--- src/rtl/riscv_mc_pkg.sv ---
// Shared definitions for the multicycle RISC-V controller: states, opcodes,
// ALU operation codes, immediate formats and datapath mux selects.
package riscv_mc_pkg;

    localparam int unsigned OP_W     = 7;
    localparam int unsigned ALUCTL_W = 4;
    localparam int unsigned IMM_W    = 3;
    localparam int unsigned SEL_W    = 2;

    typedef enum logic [3:0] {
        FETCH,
        DECODE,
        MEMADR,
        MEMREAD,
        MEMWB,
        MEMWRITE,
        EXECR,
        EXECI,
        LUI,
        ALUWB,
        BRANCH,
        JALR,
        JAL,
        TRAP
    } state_t;

    localparam logic [OP_W-1:0] OP_LOAD   = 7'b0000011;
    localparam logic [OP_W-1:0] OP_STORE  = 7'b0100011;
    localparam logic [OP_W-1:0] OP_RTYPE  = 7'b0110011;
    localparam logic [OP_W-1:0] OP_ITYPE  = 7'b0010011;
    localparam logic [OP_W-1:0] OP_LUI    = 7'b0110111;
    localparam logic [OP_W-1:0] OP_BRANCH = 7'b1100011;
    localparam logic [OP_W-1:0] OP_JAL    = 7'b1101111;
    localparam logic [OP_W-1:0] OP_JALR   = 7'b1100111;

    localparam logic [ALUCTL_W-1:0] ALU_ADD   = 4'b0000;
    localparam logic [ALUCTL_W-1:0] ALU_SUB   = 4'b0001;
    localparam logic [ALUCTL_W-1:0] ALU_AND   = 4'b0010;
    localparam logic [ALUCTL_W-1:0] ALU_OR    = 4'b0011;
    localparam logic [ALUCTL_W-1:0] ALU_XOR   = 4'b0100;
    localparam logic [ALUCTL_W-1:0] ALU_SLT   = 4'b0101;
    localparam logic [ALUCTL_W-1:0] ALU_SLL   = 4'b0110;
    localparam logic [ALUCTL_W-1:0] ALU_SRL   = 4'b0111;
    localparam logic [ALUCTL_W-1:0] ALU_SRA   = 4'b1000;
    localparam logic [ALUCTL_W-1:0] ALU_PASSB = 4'b1001;

    localparam logic [IMM_W-1:0] IMM_I = 3'b000;
    localparam logic [IMM_W-1:0] IMM_S = 3'b001;
    localparam logic [IMM_W-1:0] IMM_B = 3'b010;
    localparam logic [IMM_W-1:0] IMM_J = 3'b011;
    localparam logic [IMM_W-1:0] IMM_U = 3'b100;

    localparam logic ADR_PC     = 1'b0;
    localparam logic ADR_ALUOUT = 1'b1;

    localparam logic [SEL_W-1:0] RES_ALUOUT = 2'b00;
    localparam logic [SEL_W-1:0] RES_RDATA  = 2'b01;
    localparam logic [SEL_W-1:0] RES_ALURES = 2'b10;

    localparam logic [SEL_W-1:0] SRCA_PC    = 2'b00;
    localparam logic [SEL_W-1:0] SRCA_OLDPC = 2'b01;
    localparam logic [SEL_W-1:0] SRCA_RD1   = 2'b10;

    localparam logic [SEL_W-1:0] SRCB_RD2  = 2'b00;
    localparam logic [SEL_W-1:0] SRCB_IMM  = 2'b01;
    localparam logic [SEL_W-1:0] SRCB_FOUR = 2'b10;

endpackage

--- src/rtl/alu_decoder.sv ---
// Combinational funct3/funct7 decode into an ALU operation code; flags the
// funct3 encoding this core does not implement.
module alu_decoder
    import riscv_mc_pkg::*;
(
    input  logic [2:0]          funct3,
    input  logic                funct7b5,
    input  logic                rtype,
    output logic [ALUCTL_W-1:0] alucontrol,
    output logic                illegal
);

    always_comb begin
        alucontrol = ALU_ADD;
        illegal    = 1'b0;
        case (funct3)
            3'b000:  alucontrol = (rtype && funct7b5) ? ALU_SUB : ALU_ADD;
            3'b001:  alucontrol = ALU_SLL;
            3'b010:  alucontrol = ALU_SLT;
            3'b100:  alucontrol = ALU_XOR;
            3'b101:  alucontrol = funct7b5 ? ALU_SRA : ALU_SRL;
            3'b110:  alucontrol = ALU_OR;
            3'b111:  alucontrol = ALU_AND;
            default: illegal    = 1'b1;
        endcase
    end

endmodule

--- src/rtl/multicycle_controller.sv ---
// Multicycle RISC-V control FSM: sequences fetch/decode/execute/writeback and
// drives datapath selects and strobes decoded from the current state.
module multicycle_controller
    import riscv_mc_pkg::*;
(
    input  logic                clk,
    input  logic                reset,
    input  logic [OP_W-1:0]     op,
    input  logic [2:0]          funct3,
    input  logic                funct7b5,
    input  logic                Zero,
    input  logic                MemReady,
    output logic                MemReq,
    output logic                MemWrite,
    output logic                AdrSrc,
    output logic                IRWrite,
    output logic                PCWrite,
    output logic                RegWrite,
    output logic [SEL_W-1:0]    ResultSrc,
    output logic [SEL_W-1:0]    ALUSrcA,
    output logic [SEL_W-1:0]    ALUSrcB,
    output logic [IMM_W-1:0]    ImmSrc,
    output logic [ALUCTL_W-1:0] ALUControl,
    output logic                IllegalInstr
);

    state_t                state;
    state_t                next_state;
    logic                  illegal_q;
    logic [ALUCTL_W-1:0]   dec_ctl;
    logic                  dec_illegal;

    alu_decoder u_alu_decoder (
        .funct3     (funct3),
        .funct7b5   (funct7b5),
        .rtype      (op == OP_RTYPE),
        .alucontrol (dec_ctl),
        .illegal    (dec_illegal)
    );

    // State register; the illegal flag is sticky until reset.
    always_ff @(posedge clk or posedge reset) begin
        if (reset) begin
            state     <= FETCH;
            illegal_q <= 1'b0;
        end else begin
            state <= next_state;
            if (next_state == TRAP) begin
                illegal_q <= 1'b1;
            end
        end
    end

    assign IllegalInstr = illegal_q;

    // Next-state and per-state datapath controls.
    always_comb begin
        next_state = state;
        MemReq     = 1'b0;
        MemWrite   = 1'b0;
        AdrSrc     = ADR_PC;
        IRWrite    = 1'b0;
        PCWrite    = 1'b0;
        RegWrite   = 1'b0;
        ResultSrc  = RES_ALUOUT;
        ALUSrcA    = SRCA_PC;
        ALUSrcB    = SRCB_RD2;
        ImmSrc     = IMM_I;
        ALUControl = ALU_ADD;

        case (state)
            FETCH: begin
                MemReq    = 1'b1;
                AdrSrc    = ADR_PC;
                ALUSrcA   = SRCA_PC;
                ALUSrcB   = SRCB_FOUR;
                ResultSrc = RES_ALURES;
                IRWrite   = MemReady;
                PCWrite   = MemReady;
                if (MemReady) begin
                    next_state = DECODE;
                end
            end
            DECODE: begin
                // ALUOut gets the branch (or JAL) target from OldPC + imm.
                ALUSrcA = SRCA_OLDPC;
                ALUSrcB = SRCB_IMM;
                ImmSrc  = (op == OP_JAL) ? IMM_J : IMM_B;
                case (op)
                    OP_LOAD, OP_STORE: next_state = MEMADR;
                    OP_RTYPE:          next_state = EXECR;
                    OP_ITYPE:          next_state = EXECI;
                    OP_LUI:            next_state = LUI;
                    OP_BRANCH:         next_state = BRANCH;
                    OP_JAL:            next_state = JAL;
                    OP_JALR:           next_state = JALR;
                    default:           next_state = TRAP;
                endcase
            end
            MEMADR: begin
                ALUSrcA    = SRCA_RD1;
                ALUSrcB    = SRCB_IMM;
                ImmSrc     = (op == OP_STORE) ? IMM_S : IMM_I;
                next_state = (op == OP_STORE) ? MEMWRITE : MEMREAD;
            end
            MEMREAD: begin
                MemReq = 1'b1;
                AdrSrc = ADR_ALUOUT;
                if (MemReady) begin
                    next_state = MEMWB;
                end
            end
            MEMWB: begin
                ResultSrc  = RES_RDATA;
                RegWrite   = 1'b1;
                next_state = FETCH;
            end
            MEMWRITE: begin
                MemReq   = 1'b1;
                MemWrite = 1'b1;
                AdrSrc   = ADR_ALUOUT;
                if (MemReady) begin
                    next_state = FETCH;
                end
            end
            EXECR: begin
                ALUSrcA    = SRCA_RD1;
                ALUSrcB    = SRCB_RD2;
                ALUControl = dec_ctl;
                next_state = dec_illegal ? TRAP : ALUWB;
            end
            EXECI: begin
                ALUSrcA    = SRCA_RD1;
                ALUSrcB    = SRCB_IMM;
                ImmSrc     = IMM_I;
                ALUControl = dec_ctl;
                next_state = dec_illegal ? TRAP : ALUWB;
            end
            LUI: begin
                ALUSrcB    = SRCB_IMM;
                ImmSrc     = IMM_U;
                ALUControl = ALU_PASSB;
                next_state = ALUWB;
            end
            ALUWB: begin
                ResultSrc  = RES_ALUOUT;
                RegWrite   = 1'b1;
                next_state = FETCH;
            end
            BRANCH: begin
                ALUSrcA    = SRCA_RD1;
                ALUSrcB    = SRCB_RD2;
                ALUControl = ALU_SUB;
                ResultSrc  = RES_ALUOUT;
                case (funct3)
                    3'b000: begin
                        PCWrite    = Zero;
                        next_state = FETCH;
                    end
                    3'b001: begin
                        PCWrite    = ~Zero;
                        next_state = FETCH;
                    end
                    default: next_state = TRAP;
                endcase
            end
            JALR: begin
                ALUSrcA    = SRCA_RD1;
                ALUSrcB    = SRCB_IMM;
                ImmSrc     = IMM_I;
                next_state = JAL;
            end
            JAL: begin
                // PC takes the target held in ALUOut; ALU forms the link value.
                ALUSrcA    = SRCA_OLDPC;
                ALUSrcB    = SRCB_FOUR;
                ResultSrc  = RES_ALUOUT;
                PCWrite    = 1'b1;
                next_state = ALUWB;
            end
            TRAP: begin
                next_state = TRAP;
            end
            default: begin
                next_state = FETCH;
            end
        endcase

        // Reset silences every control, including the fetch request.
        if (reset) begin
            MemReq     = 1'b0;
            MemWrite   = 1'b0;
            AdrSrc     = 1'b0;
            IRWrite    = 1'b0;
            PCWrite    = 1'b0;
            RegWrite   = 1'b0;
            ResultSrc  = '0;
            ALUSrcA    = '0;
            ALUSrcB    = '0;
            ImmSrc     = '0;
            ALUControl = '0;
        end
    end

endmodule

--- config.mk ---
export PLATFORM = sky130hd
export DESIGN_NAME = multicycle_controller
export DESIGN_NICKNAME = d
export VERILOG_FILES = /design/src/rtl/riscv_mc_pkg.sv /design/src/rtl/alu_decoder.sv /design/src/rtl/multicycle_controller.sv
export SDC_FILE = /design/constraint.sdc
export NUM_CORES = 1
export LEC_CHECK = 0
export BUFFER_PORTS_ARGS = -buffer_cell sky130_fd_sc_hd__clkbuf_2
export CAP_MARGIN = 0
export CELL_PAD_IN_SITES_DETAIL_PLACEMENT = 1
export CELL_PAD_IN_SITES_GLOBAL_PLACEMENT = 2
export CORE_UTILIZATION = 23
export DETAILED_ROUTE_END_ITERATION = 7
export HOLD_SLACK_MARGIN = 0.06
export PLACE_DENSITY_LB_ADDON = 0.1
export SYNTH_ARGS = -nofsm -noshare
export SYNTH_HDL_FRONTEND = slang
export SYNTH_HIERARCHICAL = 1
export SYNTH_SLANG_ARGS = --single-unit
--- constraint.sdc ---
create_clock -name clk -period 1.85 [get_ports clk]
set_input_delay 0.37 -clock clk [delete_from_list [all_inputs] [get_ports clk]]
set_output_delay 0.37 -clock clk [all_outputs]
set_load 0.1 [all_outputs]
==> flow_summary.toml, run 1 <==
[run_status]
status = "finished with violations"
violations = "setup timing"

[pwr]
ir_drop_mv = 0.787
powerDensity_nw_per_um2 = 1580
p_total_mw = 3.78
power.leakage_nw = 0.987

[place]
numPortBuffers = 34
gp_congestion = 0.865
dp_cells = 243
place_area_sq_um = 1840
dpl.hpwl_um = 3240
place_ws_ps = -179

[run]
cap_violations = 0

[yosys]
syn_nets = 140
yosysTopAreaCell = "dfrtp_1"
synth_area_sq_um = 816
yosys-top-cells-area = "dfrtp_1 (15%), nor2_1 (6.9%), nor3_1 (6.1%)"
avgSynthCellArea_sq_um = 6.53
synth_top_area_share_pct = 15.3
synth_cell_types = 44
ys_warn_count = 6
syn_inst = 125
ys_seq_elements = 5
synthArstFlopShare_pct = 100
synth_edf_count = 0
ys_seq_area_share_pct = 15.3
ys.flop_type = "dfrtp_1"

[grt]
grt_pass1_wl_um = 7450
grt_max_degree = 11
antenna_found_initial = 0
grt_pass1_vias = 1512
grt.overflow.total = 0
grt_usage_pct = 27.4

[timing]
tns_ps = -4460
slew_viol_final = 0
fin_skew_ps = 9.56
min_period_ps = 2160
grt_setup_unrepaired = "true"
hold_slack_ps = 296
setup_violations = 21
slew_headroom_pct = 63.7
worst_pin_slew_ps = 547
hold_violations = 0
finalCritPeriodShare_pct = 117
fmax_mhz = 463
setup_ws_ps = -310

[die]
core_sq_um = 3360
dieArea_sq_um = 3790
rows = 21
chipHeight_um = 61.6
dieWidth_um = 61.6
io_pins = 35
initial_utilization_pct = 24.3

[critical_path]
cpPeakStageDelay_ps = 410
crit_required_ps = 1480
crit_family = "buffers and inverters"
start_kind = "flip-flop"
worstPathMaxFanout = 7
crit_chain = "buf_6, nor2b_4, buf_8, nand2_2, o22ai_1, and2_4, buf_12"
cp.arrival_ps = 1790
path_buf_inv = 3
endpoint_kind = "output port"
ff2ff_setup_slack_ps = -180
worstSetupPathType = "flip-flop to output port"
cp_slowest_cell = "dfrtp_1"

[finish]
design_area_sq_um = 2390
diodes = 0
fillers = 361
drive_gt1_share_pct = 72.8
nets = 240
synthToLayoutAreaGrowth_pct = 193
stdcell_count = 270
fin_util_pct = 71.0

[clock_network]
numCtsBuffers = 3
clockBufferDepth = 2
clock-root-buffer = "clkbuf_4"
clk_pin_slew_ps = 60
h-tree-depth = 1
numClockSinks = 5
holdBufCountCts = 0
insertion_delay_ps = 270
cts_tree = "yes"

[routing]
antenna_left = 0
viasPerCell = 5.47
drc = 0
firstDrtPassIters = 4
dr_total_vias = 1476
wl_per_cell_um = 22.3
wl_um = 6020
drt-initial-drc-count = 48

[worst_hold_path]
min_path_type = "input port to async pin"
[routing by layer]
metal  share of wire, %  vias to the layer above  track usage [%]  wire [um]
met5                  0                        -                0          0
met4                4.5                        0             13.3        272
met3                3.0                       26             2.10        181
met2                 53                       70             52.1       3160
met1                 40                      719             30.2       2400
li1                   -                      661                -          -
[where the power goes]
| part | internal (mW) | leakage [nW] | switching [mW] |
|---|---|---|---|
| registers | 0.149 | 0.0582 | 0.0544 |
| clock network | 0.0798 | 0.0177 | 0.0700 |
| logic | 1.52 | 0.911 | 1.90 |
| total | 1.75 | 0.987 | 2.03 |
[kinds of logic after synthesis]
kind of cell | synth area share, %
AND/OR/NAND/NOR | 41.9
AO/OA/AOI/OAI | 30.5
flip-flops | 15.3
multiplexers | 1.23
XOR/XNOR | 3.22
buffers and inverters | 7.82
[area by class of cell]
| type | count | area [sq um] | share of cell area [%] |
|---|---|---|---|
| Clock inverter | 1 | 5.00 | 0.210 |
| Clock buffer | 3 | 22.5 | 0.943 |
| Sequential cell | 5 | 125 | 5.24 |
| Tap cell | 46 | 57.6 | 2.41 |
| Multi-Input combinational cell | 104 | 1040 | 43.4 |
| Inverter | 6 | 27.5 | 1.15 |
| Timing Repair Buffer | 105 | 1110 | 46.6 |
[state kept, by name, summed over array words and instances (netlist names)]
name and flops:
IllegalInstr 1, state 4
[what timing repair did]
item	CTS	global route
resized for setup	50	21
setup endpoints to repair	19	21
pin swaps	19	23
gates cloned	0	0
buffers inserted	13	13
[path summary, 6_finish.rpt]
| check | startpoint | end | cells after the start |
|---|---|---|---|
| min in group clk | IllegalInstr | IllegalInstr | 1 |
| max in group asynchronous | reset | state[2] | 3 |
| setup / recovery | state[2] | ALUSrcB[0] | 7 |
| setup reg to reg | state[2] | IllegalInstr | 10 |
| hold reg to reg | IllegalInstr | IllegalInstr | 1 |
| hold / removal | reset | state[0] | 3 |
[worst min-delay path, cell delays in order]
cell	delay (ps)
clkbuf_2	220
inv_4	140
buf_4	170
[cells in the final DEF, fill, tap and decap left out, types with 4 or more instances in the layout]
| master | count |
|---|---|
| clkbuf_2 | 15 |
| nor2_1 | 8 |
| dfrtp_1 | 5 |
| nor2_4 | 5 |
| nand2_1 | 8 |
| nor2b_1 | 4 |
| buf_12 | 23 |
| buf_4 | 48 |
| buf_6 | 18 |
| o21ai_0 | 4 |
| nor3_4 | 6 |
| nand2_2 | 4 |
[cell usage after synthesis (2+ instances only)]
cell type / count
nor3_1: 10
o311ai_1: 2
nand2b_1: 3
a21oi_1: 7
buf_2: 3
dfrtp_1: 5
and2_1: 2
nand2_1: 12
nor2b_1: 7
a31oi_1: 2
o21ai_0: 6
o22ai_1: 3
nand4_1: 2
inv_1: 5
xnor2_1: 3
and3_1: 3
nor2_1: 15
nand3_1: 3
clkbuf_1: 7
Note: power is estimated with default switching activity, not from simulation.
==> run 2, diff against run 1 <==
--- a/config.mk
+++ b/config.mk
@@ -9,11 +9,11 @@
 export CAP_MARGIN = 0
 export CELL_PAD_IN_SITES_DETAIL_PLACEMENT = 1
 export CELL_PAD_IN_SITES_GLOBAL_PLACEMENT = 2
-export CORE_UTILIZATION = 23
+export CORE_UTILIZATION = 24
+export CTS_BUF_LIST = sky130_fd_sc_hd__clkbuf_8 sky130_fd_sc_hd__clkbuf_16
 export DETAILED_ROUTE_END_ITERATION = 7
 export HOLD_SLACK_MARGIN = 0.06
 export PLACE_DENSITY_LB_ADDON = 0.1
 export SYNTH_ARGS = -nofsm -noshare
 export SYNTH_HDL_FRONTEND = slang
-export SYNTH_HIERARCHICAL = 1
 export SYNTH_SLANG_ARGS = --single-unit
==> run 2 against run 1 <==
  * The flow still finishes with violations (setup timing)
  * Via count decreased by 6.4%
  * Non-clock buffer count is 16 lower
  * Clock power increased by 42%
  * Utilization grew 0.62 points
  * Worst setup slack worse by 200 ps
  * Fmax down 8.3%
  * Critical endpoint is now PCWrite
  * Largest power group unchanged
==> flow_summary.toml, run 2 <==
[die]
initial_utilization_pct = 25.9
io_pins = 35
dieWidth_um = 60.1
core_sq_um = 3130
rows = 20
dieArea_sq_um = 3610
chipHeight_um = 60.1

[yosys]
synth_cell_types = 41
ys_warn_count = 0
syn_inst = 118
synth_top_area_share_pct = 15.5
ys_seq_area_share_pct = 15.5
ys_top_cells_by_count = "nor2_1 (15), nor2b_1 (12), nand2_1 (7), nor3_1 (7), buf_2 (6)"
synth_most_common_cell = "nor2_1"
synth_edf_count = 0
ys_seq_elements = 5
syn_nets = 133
ys.flop_type = "dfrtp_1"
synthArstFlopShare_pct = 100
synth_area_sq_um = 810
avgSynthCellArea_sq_um = 6.86
yosys-top-cells-area = "dfrtp_1 (15%), nor2b_1 (9.3%), nor2_1 (7.0%)"
yosysTopAreaCell = "dfrtp_1"

[routing]
antenna_left = 0
viasPerCell = 5.64
drt-initial-drc-count = 58
wl_um = 6190
wl_per_cell_um = 25.3
dr_total_vias = 1382
drc = 0
firstDrtPassIters = 4

[grt]
grt_pass1_wl_um = 7820
grt_max_degree = 12
antenna_found_initial = 0
grt.overflow.total = 0
grt_usage_pct = 30.7
grt_pass1_vias = 1405

[finish]
drive_gt1_share_pct = 71.1
mostFrequentLayoutCell = "buf_4"
final_cell_mix = "buf_4 (42), buf_12 (20), clkbuf_2 (15), buf_6 (9)"
design_area_sq_um = 2240
nets = 217
fin_util_pct = 71.6
stdcell_count = 245
largest_reg_flops = 4
diodes = 0
regMostFlops = "state"
synthToLayoutAreaGrowth_pct = 177

[critical_path]
r2r_start = "state[2]"
crit_required_ps = 1480
worstPathMaxFanout = 2
cp.arrival_ps = 1990
r2r_cells = 7
cp_slowest_cell = "or4_4"
crit_family = "simple AND/OR/NAND/NOR gates"
r2r-end = "IllegalInstr"
worstSetupPathType = "flip-flop to output port"
start_kind = "flip-flop"
endpoint_kind = "output port"
ff2ff_setup_slack_ps = -80
path_buf_inv = 1
crit_chain = "nand2b_1, or4_4, a2111oi_4, buf_12"
cpPeakStageDelay_ps = 530

[clock_network]
cts_tree = "yes"
clockBufferDepth = 2
insertion_delay_ps = 230
clock-root-buffer = "clkbuf_8"
numCtsBuffers = 3
h-tree-depth = 1
clk_pin_slew_ps = 40
numClockSinks = 5
holdBufCountCts = 0

[timing]
min_period_ps = 2360
tns_ps = -4680
hold_violations = 0
setup_ws_ps = -506
finalCritPeriodShare_pct = 127
grt_setup_unrepaired = "true"
fmax_mhz = 425
setup_violations = 22
worst_pin_slew_ps = 539
hold_slack_ps = 138
slew_viol_final = 0
slew_headroom_pct = 64.2
fin_skew_ps = 0.881

[run]
cap_violations = 0

[place]
place_area_sq_um = 1800
numPortBuffers = 34
place_ws_ps = -128
dpl.hpwl_um = 2930
dp_cells = 222
gp_congestion = 0.848

[pwr]
powerDensity_nw_per_um2 = 1600
power.leakage_nw = 0.927
p_total_mw = 3.59
ir_drop_mv = 0.925

[worst_hold_path]
min_path_type = "input port to async pin"

[run_status]
violations = "setup timing"
status = "finished with violations"
run 2: changes by cell type in the layout (fill, tap and decap cells not counted), moves of 3 or more:
cell and change:
nor2_4 +3, nor3_1 -3, clkbuf_4 -3, buf_4 -6, buf_12 -3, o22ai_1 -3
nand2_2 -4, nor2b_1 +4, clkbuf_8 +3, nor4b_4 +3, and3_4 -3, buf_6 -9
run 2: layer usage:
metal | GRT usage, % | part of all wire, % | up-vias
li1 | - | - | 601
met1 | 34.4 | 39 | 698
met2 | 57.8 | 52 | 59
met3 | 5.63 | 4.1 | 24
met4 | 9.63 | 4.9 | 0
met5 | 0 | 0 | -
run 2: cell type report:
type / instances / area [sq um]
multi-input cells: 100 / 1030
repair buffers: 89 / 972
inverters: 3 / 11.3
clock inverters: 1 / 3.75
clock buffers: 3 / 41.3
fillers: 314 / 887
well taps: 44 / 55.1
flip-flops and latches: 5 / 126
run 2: worst reg2reg max path: stages, from the launching register on:
cell	delay (ps)
dfrtp_1	390
buf_4	160
bufbuf_16	270
buf_6	130
nor2b_4	150
nor2_1	70
a2111o_1	450
a31o_1	200
run 2: worst max-delay path by stage:
stage | depth (start not counted) | from | endpoint | slack, ps
after floorplan | 4 | state[2] | MemReq | -820
after global placement | 5 | funct3[0] | PCWrite | -110
after detailed placement | 4 | state[2] | PCWrite | -130
after CTS | 4 | state[2] | PCWrite | -370
after global routing | 4 | state[2] | PCWrite | -520
final | 4 | state[2] | PCWrite | -510
run 2: cells by family after synthesis:
group / synth area share [%]
flops: 15.5
mux: 1.24
compound gates: 25.3
simple gates: 45.3
xor+xnor: 5.41
buf+inv: 7.26
run 2: timing repair:
item	in CTS	in global routing
buffers inserted	8	9
resized for setup	32	18
hold endpoints to repair	0	0
setup endpoints to repair	20	22
pin swaps	12	7
gates cloned	2	0
run 2: power by group:
group	total, mW	internal (mW)	switching [mW]
Sequential	0.220	0.148	0.0729
Clock	0.213	0.144	0.0690
Combinational	3.15	1.38	1.77
==> run 3, diff against run 2 <==
==> constraint.sdc (replaced) <==
create_clock -name clk -period 2.34 [get_ports clk]
set_input_delay 0.468 -clock clk [delete_from_list [all_inputs] [get_ports clk]]
set_output_delay 0.468 -clock clk [all_outputs]
set_load 0.1 [all_outputs]
==> run 3 against run 2 <==
  * Global-route usage fell by 13 points
  * Clock-buffer cell count did not move
  * The run now ends clean
  * Combinational power fell by 48%
  * Total power fell by 45%
  * Critical endpoint unchanged
  * Register-to-register slack improved by 590 ps
  * Cell area fell by 25%
  * Die area did not move
  * Sequential cell count did not move
==> flow_summary.toml, run 3 (synthesis gave the netlist of run 2 again) <==
[place]
gp_congestion = 0.772
dpl.hpwl_um = 2450
place_ws_ps = 66.8
numPortBuffers = 34

[routing]
wl_um = 2920
viasPerCell = 5.07
firstDrtPassIters = 4
antenna_left = 0
dr_total_vias = 1035
wl_per_cell_um = 14.3
drt-initial-drc-count = 30
drc = 0

[pwr]
power.leakage_nw = 0.633
powerDensity_nw_per_um2 = 1170
ir_drop_mv = 0.707

[clock_network]
clk_pin_slew_ps = 30
numCtsBuffers = 3
h-tree-depth = 1
numClockSinks = 5
holdBufCountCts = 0
clockBufferDepth = 2
cts_tree = "yes"
clock-root-buffer = "clkbuf_8"
insertion_delay_ps = 220

[timing]
setup_violations = 0
tns_ps = 0
min_period_ps = 2330
slew_viol_final = 0
fmax_mhz = 430
setup_ws_ps = 13.0
grt_setup_unrepaired = "true"
hold_slack_ps = 177
fin_skew_ps = 0.140
worst_pin_slew_ps = 554
hold_violations = 0
slew_headroom_pct = 62.6
finalCritPeriodShare_pct = 99.4

[critical_path]
crit_chain = "buf_6, xnor2_1, or4_4, a2111oi_4, buf_12"
cp_slowest_cell = "or4_4"
crit_family = "simple AND/OR/NAND/NOR gates"
ff2ff_setup_slack_ps = 510
r2r_start = "state[0]"
path_buf_inv = 2
r2r-end = "IllegalInstr"
crit_required_ps = 1870
cp_num_cells = 5
cp.arrival_ps = 1860
worstPathMaxFanout = 2
endpoint_kind = "output port"
worstSetupPathType = "input port to output port"
r2r_cells = 4
cpPeakStageDelay_ps = 550
start_kind = "input port"

[grt]
grt.overflow.total = 0
grt_usage_pct = 18.0
grt_pass1_wl_um = 4770
antenna_found_initial = 0
grt_max_degree = 16
grt_pass1_vias = 989

[run]
cap_violations = 0

[finish]
fillers = 355
fin_util_pct = 53.6
nets = 176
drive_gt1_share_pct = 52.5
largest_reg_flops = 4
regMostFlops = "state"
final_cell_mix = "buf_12 (19), clkbuf_2 (13), buf_4 (13), nor2b_1 (12), nor2_1 (9)"
synthToLayoutAreaGrowth_pct = 107
diodes = 0
mostFrequentLayoutCell = "buf_12"
multiInputGateArea_sq_um = 861
seq_area_sq_um = 128

[die]
initial_utilization_pct = 25.9
chipHeight_um = 60.1
dieWidth_um = 60.1
rows = 20
core_sq_um = 3130
dieArea_sq_um = 3610
io_pins = 35

[run_status]
status = "completed"

[worst_hold_path]
min_path_type = "input port to async pin"
[run 3: cell types whose count changed in the layout (fill, tap and decap cells not counted), moves of 3 or more]
cell | previous run | this run
nor2b_4 | 4 | 0
nor2_4 | 8 | 2
buf_4 | 42 | 13
nor2_2 | 1 | 4
nor2_1 | 6 | 9
nor2b_1 | 8 | 12
buf_6 | 9 | 3
[run 3: power breakdown]
part / switching, mW / leakage [nW] / internal, mW
Sequential: 0.0641 / 0.0563 / 0.117
Clock: 0.0416 / 0.0269 / 0.112
Combinational: 1.01 / 0.550 / 0.623
[run 3: how the worst max path moves through the flow]
stage	startpoint	to	slack, ps
3_3_place_gp	funct3[0]	PCWrite	70
3_5_place_dp	funct3[0]	PCWrite	70
2_1_floorplan	state[2]	MemReq	-420
6_report	funct3[0]	PCWrite	10
4_1_cts	state[2]	PCWrite	7
5_1_grt	funct3[0]	PCWrite	-50
[run 3: cell type report]
| cell class | count | share of cell area (%) |
|---|---|---|
| Sequential cell | 5 | 7.61 |
| Timing Repair Buffer | 48 | 34.4 |
| Clock buffer | 3 | 2.46 |
| Tap cell | 44 | 3.28 |
| Inverter | 3 | 0.672 |
| Multi-Input combinational cell | 100 | 51.3 |
| Clock inverter | 1 | 0.224 |
[run 3: what timing repair did]
action | CTS | global route
endpoints found under the setup margin | 0 | 6
buffers inserted | 0 | 0
gates resized for setup | 0 | 10
[run 3: through the flow]
stage | power [mW] | area [sq um] | instances
finish | 1.97 | 1680 | 204
floorplan | 1.29 | 1050 | 118
global route | 2.08 | 1680 | 204
CTS | 1.95 | 1640 | 204
detailed placement | 1.78 | 1590 | 200
global placement | 1.76 | 1590 | 200
[run 3: layer usage]
layer / global-route usage [%] / part of all wire (%) / vias up
met5: 0 / 0 / -
met4: 4.98 / 1.1 / 0
met3: 1.30 / 1.7 / 4
met2: 31.3 / 54 / 17
met1: 23.7 / 43 / 499
li1: - / - / 515
